$ cat config.mk
export PLATFORM = sky130hd
export DESIGN_NAME = control_loop_scheduler
export DESIGN_NICKNAME = d
export VERILOG_FILES = /design/src/rtl/control_loop_scheduler.sv
export SDC_FILE = /design/constraint.sdc
export NUM_CORES = 1
export LEC_CHECK = 0
export BUFFER_PORTS_ARGS = -buffer_cell sky130_fd_sc_hd__buf_4
export CORE_MARGIN = 1.5
export CORE_UTILIZATION = 47
export CTS_BUF_LIST = sky130_fd_sc_hd__clkbuf_8
export CTS_CLUSTER_SIZE = 20
export DETAILED_ROUTE_END_ITERATION = 10
export GPL_ROUTABILITY_DRIVEN = 0
export PLACE_DENSITY_LB_ADDON = 0.1
export REMOVE_ABC_BUFFERS = 1
export SYNTH_ARGS = -nofsm -noshare
export SYNTH_HDL_FRONTEND = slang
export SYNTH_SLANG_ARGS = --single-unit
$ cat constraint.sdc
create_clock -name clk_in -period 2 [get_ports clk_in]
set_input_delay 0.3 -clock clk_in [delete_from_list [all_inputs] [get_ports clk_in]]
set_output_delay 0.3 -clock clk_in [all_outputs]
set_load 0.005 [all_outputs]
$ cat src/rtl/control_loop_scheduler.sv
// Wall-follower control-loop sequencer: per sample tick, runs sensor -> PID -> PWM
// stages with start/done handshakes, a per-stage timeout guard and sticky status flags.
module control_loop_scheduler #(
  parameter int TIMEOUT_CYCLES = 1000,
  parameter int TIMER_W        = 16,
  parameter int LOOP_CNT_W     = 16
) (
  input  logic                  clk_in,
  input  logic                  reset_in,
  input  logic                  enable_in,
  input  logic                  tick_in,
  input  logic                  sense_done_in,
  input  logic                  pid_done_in,
  input  logic                  pwm_done_in,
  input  logic                  err_clr_in,
  output logic                  sense_start_out,
  output logic                  pid_start_out,
  output logic                  pwm_start_out,
  output logic                  busy_out,
  output logic                  overrun_out,
  output logic                  timeout_out,
  output logic [1:0]            timeout_stage_out,
  output logic [LOOP_CNT_W-1:0] loop_count_out
);

  // Encodings double as the timeout stage codes reported on timeout_stage_out.
  typedef enum logic [1:0] {
    IDLE       = 2'd0,
    SENSE_WAIT = 2'd1,
    PID_WAIT   = 2'd2,
    PWM_WAIT   = 2'd3
  } state_t;

  localparam logic [TIMER_W-1:0] TIMER_LIMIT = TIMER_W'(TIMEOUT_CYCLES - 1);

  state_t               state;
  logic [TIMER_W-1:0]   timer;
  logic                 stage_done;
  logic                 timeout_hit;

  // NOTE: every signal written in always_comb gets a default first, so no latch is inferred.
  always_comb begin
    stage_done = 1'b0;
    case (state)
      SENSE_WAIT: stage_done = sense_done_in;
      PID_WAIT:   stage_done = pid_done_in;
      PWM_WAIT:   stage_done = pwm_done_in;
      default:    stage_done = 1'b0;
    endcase
    // A done arriving on the limit cycle wins over the timeout.
    timeout_hit = (state != IDLE) && !stage_done && (timer == TIMER_LIMIT);
  end

  // NOTE: sequential state uses non-blocking assignments only, so every register
  // in this block sees the pre-edge values of its neighbours.
  always_ff @(posedge clk_in or posedge reset_in) begin
    if (reset_in) begin
      state             <= IDLE;
      timer             <= '0;
      sense_start_out   <= 1'b0;
      pid_start_out     <= 1'b0;
      pwm_start_out     <= 1'b0;
      busy_out          <= 1'b0;
      overrun_out       <= 1'b0;
      timeout_out       <= 1'b0;
      timeout_stage_out <= 2'd0;
      loop_count_out    <= '0;
    end else begin
      sense_start_out <= 1'b0;
      pid_start_out   <= 1'b0;
      pwm_start_out   <= 1'b0;

      // Sticky flags: a set event in the same cycle beats the clear.
      if (tick_in && state != IDLE) begin
        overrun_out <= 1'b1;
      end else if (err_clr_in) begin
        overrun_out <= 1'b0;
      end

      if (timeout_hit) begin
        timeout_out       <= 1'b1;
        timeout_stage_out <= state;
      end else if (err_clr_in) begin
        timeout_out       <= 1'b0;
        timeout_stage_out <= 2'd0;
      end

      case (state)
        IDLE: begin
          timer <= '0;
          if (tick_in && enable_in) begin
            state           <= SENSE_WAIT;
            sense_start_out <= 1'b1;
            busy_out        <= 1'b1;
          end
        end
        default: begin
          if (stage_done) begin
            timer <= '0;
            case (state)
              SENSE_WAIT: begin
                state         <= PID_WAIT;
                pid_start_out <= 1'b1;
              end
              PID_WAIT: begin
                state         <= PWM_WAIT;
                pwm_start_out <= 1'b1;
              end
              default: begin
                state          <= IDLE;
                busy_out       <= 1'b0;
                loop_count_out <= loop_count_out + 1'b1;
              end
            endcase
          end else if (timeout_hit) begin
            state    <= IDLE;
            busy_out <= 1'b0;
            timer    <= '0;
          end else begin
            timer <= timer + 1'b1;
          end
        end
      endcase
    end
  end

endmodule

==> impl_metrics.py <==
metrics = {
    "grt": {
        "track_usage": 0.1936,
        "grt_pass1_vias": 1510,
        "antenna_found_initial": 0,
        "gr-total-overflow": 0,
        "grt_pass1_wl_um": 6706,
        "grt_max_degree": 43,
    },
    "setup_path": {
        "cpLargestDelayFamily": "simple AND/OR/NAND/NOR gates",
        "r2r_slack_ps": 60,
        "worstPathRequired_ps": 2220,
        "crit_slowest_cell": "or4b_4",
        "rr_startpoint": "state[1]",
        "crit_type": "reg2reg",
        "rr_endpoint": "loop_count_out[11]",
        "critPathMaxFanout": 5,
        "arrival_ps": 2170,
        "path_buf_inv": 2,
        "slowest_delay_ps": 580,
        "worstPathCellList": "inv_2 -> ha_2 -> a222oi_1 -> buf_4 -> or4b_4 -> nor3_4 -> xor2_1",
        "ff2ff_path_depth": 7,
        "crit_path_end_kind": "register",
        "start_kind": "register",
    },
    "sta": {
        "rsz0062_at_grt": "yes",
        "drv_slew": 0,
        "skew_ps": 6.856,
        "layout_min_cycle_time_ps": 1945,
        "hold_viol": 0,
        "period_share": 0.9723,
        "setup_viol": 0,
        "fmax_ghz": 0.5142,
        "finalSetupTns_ps": 0,
        "tightest_slew_ps": 526.8,
        "max-slew-margin-rel": 0.6488,
    },
    "detailed_routing": {
        "vias_per_cell": 5.382,
        "routed_wl_um": 4160,
        "route.detailed.drc": 0,
        "num_vias": 1534,
        "ant_nets": 0,
        "firstDrtPassIters": 4,
        "wl_per_cell_um": 14.60,
        "drt_iter0_drc": 85,
    },
    "yosys": {
        "ys_top_cells_by_area": "dfrtp_1 52%, xnor2_1 7.8%, ha_1 5.0%",
        "synth_warnings": 0,
        "synthCells": 187,
        "muxShareOfSynthArea": 0.02050,
        "synth_xor_area_frac": 0.1217,
        "synth-simple-area-share": 0.2280,
        "synth_top_area_cell": "dfrtp_1",
        "synth_compound_area_frac": 0.03168,
        "yosysTopAreaCellShare": 0.5217,
        "ys_ff_latch": 42,
        "synth_edf_count": 0,
        "yosysSeqAreaShare": 0.5217,
        "synthDistinctLibCells": 33,
        "synth_async_sr_flop_share": 1.000,
        "synth.avg_cell_area_sq_um": 10.77,
        "synth_area_sq_mm": 0.002014,
        "synth_ff_type": "dfrtp_1",
        "synth_top_family_by_area": "simple AND/OR/NAND/NOR gates",
        "synth_adder_area_share": 0.04969,
    },
    "power_and_ir_drop": {
        "ir_worst_vdd_v": 0.0006234,
        "power.density_cell_area_mw_per_mm2": 957.3,
        "p_leak_nw": 1.230,
    },
    "placed_design": {
        "io_buffers": 31,
        "hpwl_um": 2859,
        "dp_cells": 273,
    },
    "hold_path": {
        "hp-class": "in2async",
    },
    "clock_network": {
        "ctsHoldBuffers": 0,
        "clockRootBuffer": "clkbuf_8",
        "cts_sinks": 42,
        "clkTransAtPathRegs_ps": 80,
        "cts_made_buffers": 5,
        "htree_levels": 2,
        "clk_latency_ps": 290,
        "cts_tree": "done",
        "cts_max_path_buffers": 2,
    },
    "floorplanning": {
        "io_pins": 32,
        "fp.dieArea_sq_mm": 0.004687,
        "fp-row-count": 23,
        "core_sq_mm": 0.004058,
        "initial_utilization": 0.4965,
        "die_h_um": 68.47,
        "die_x_um": 68.47,
    },
    "outcome": {
        "status": "completed",
    },
    "cells_and_area": {
        "fin_nets": 250,
        "fin_cells": 285,
        "seq_area_sq_mm": 0.001052,
        "area_growth_pct": 26.65,
        "diodes": 0,
        "fillCellCount": 328,
        "drive_gt1_frac": 0.2894,
        "multi_input_area_sq_um": 974.7,
    },
    "job": {
        "cap_viol_max_count": 0,
    },
}
sequential cells by signal, indices dropped and copies added, names as in the netlist:
signal             count
busy_out               1
timeout_stage_out      2
pwm_start_out          1
state                  2
timeout_out            1
sense_start_out        1
pid_start_out          1
overrun_out            1
loop_count_out        16
timer                 16
area by class of cell:
class | instances | area share
Inverter | 9 | 0.01324
Clock buffer | 5 | 0.02697
Clock inverter | 3 | 0.01569
Timing Repair Buffer | 42 | 0.1251
Multi-Input combinational cell | 134 | 0.3820
Tap cell | 50 | 0.02452
Sequential cell | 42 | 0.4125
cell usage in the layout (no fill, tap or decap), types with 2 or more instances in the layout:
cell,count
ha_1,6
nor3_1,6
clkbuf_8,5
nand3_4,2
clkinv_2,2
nand4_1,9
nor4_1,4
xor2_1,10
o31ai_1,2
and3_1,3
xnor2_1,18
mux2i_1,3
nand2_1,11
ha_2,2
dfrtp_1,41
inv_2,2
and2_1,2
nor4b_1,2
nand3_1,10
a21oi_1,3
buf_4,41
nor2_1,24
inv_1,7
metrics by stage:
stage,power (W),hold slack [ps],utilization,worst slack [ps],cell area (sq um)
final,0.002442,134.1,0.6287,55.32,2551
after global routing,0.002600,187.1,0.6287,-36.09,2551
after CTS,0.002393,147.5,0.6124,-64.87,2485
after detailed placement,0.001697,466.6,0.5791,-62.04,2350
after global placement,0.001664,458.0,0.5791,19.77,2350
after floorplan,0.001410,446.0,-,117.2,1994
worst register-to-register path, cell delays in order (launching register included):
cell and delay [ps]:
dfrtp_1 430, inv_2 80, ha_2 160, a222oi_1 100
buf_4 170, or4b_4 580, nor3_4 220, xor2_1 150
power by group:
group / total [W] / switching, W / internal, W
Combinational: 0.000743 / 0.000393 / 0.000350
Clock: 0.000655 / 0.000288 / 0.000367
Sequential: 0.00104 / 0.0000982 / 0.000946
cells in the mapped netlist, types with 2 or more instances:
| library cell | n |
|---|---|
| mux2i_1 | 3 |
| o31ai_1 | 2 |
| nand4_1 | 9 |
| nor3_1 | 8 |
| a21oi_1 | 3 |
| xor2_1 | 10 |
| and2_1 | 2 |
| ha_1 | 8 |
| dfrtp_1 | 42 |
| nor4_1 | 5 |
| or2_2 | 2 |
| xnor2_1 | 18 |
| nand3_1 | 10 |
| nor2_1 | 25 |
| nand2_1 | 11 |
| nor4b_1 | 2 |
| inv_1 | 9 |
| and3_1 | 3 |
cells by family (layout without fill, tap and decap cells):
| logic type | Yosys count | count (layout) |
|---|---|---|
| AO/OA/AOI/OAI | 9 | 9 |
| XOR/XNOR | 28 | 28 |
| adder cells (fa/ha/maj) | 8 | 8 |
| buffers and inverters | 12 | 59 |
| flip-flops | 42 | 42 |
| multiplexers | 4 | 4 |
| AND/OR/NAND/NOR | 84 | 85 |
layer usage:
layer | global-route usage | part of all wire | wire length (um) | vias up
li1 | - | - | - | 742
met2 | 0.3401 | 0.50 | 2091 | 46
met3 | 0.04276 | 0.051 | 212 | 7
met1 | 0.2279 | 0.43 | 1796 | 739
met4 | 0.07500 | 0.014 | 59 | 0
met5 | 0 | 0 | 0 | -
repair_timing:
action                                  CTS  global route
gates resized for setup                   6            10
pin swaps                                 6             4
endpoints found under the setup margin   26            36
gates cloned                              0             1
buffers inserted                          2             1
worst max path at each step:
stage             start              endpoint  slack, ps  cells past startpoint
2_1_floorplan  state[1]    loop_count_out[15]        120                      6
3_3_place_gp   state[0]  timeout_stage_out[1]         20                      5
3_5_place_dp   state[0]  timeout_stage_out[0]        -60                      5
4_1_cts        state[0]             timer[15]        -60                      5
5_1_grt        state[0]    loop_count_out[11]        -40                      7
6_report       state[1]    loop_count_out[11]         60                      7
No activity file was read; power rests on OpenSTA's default activity.
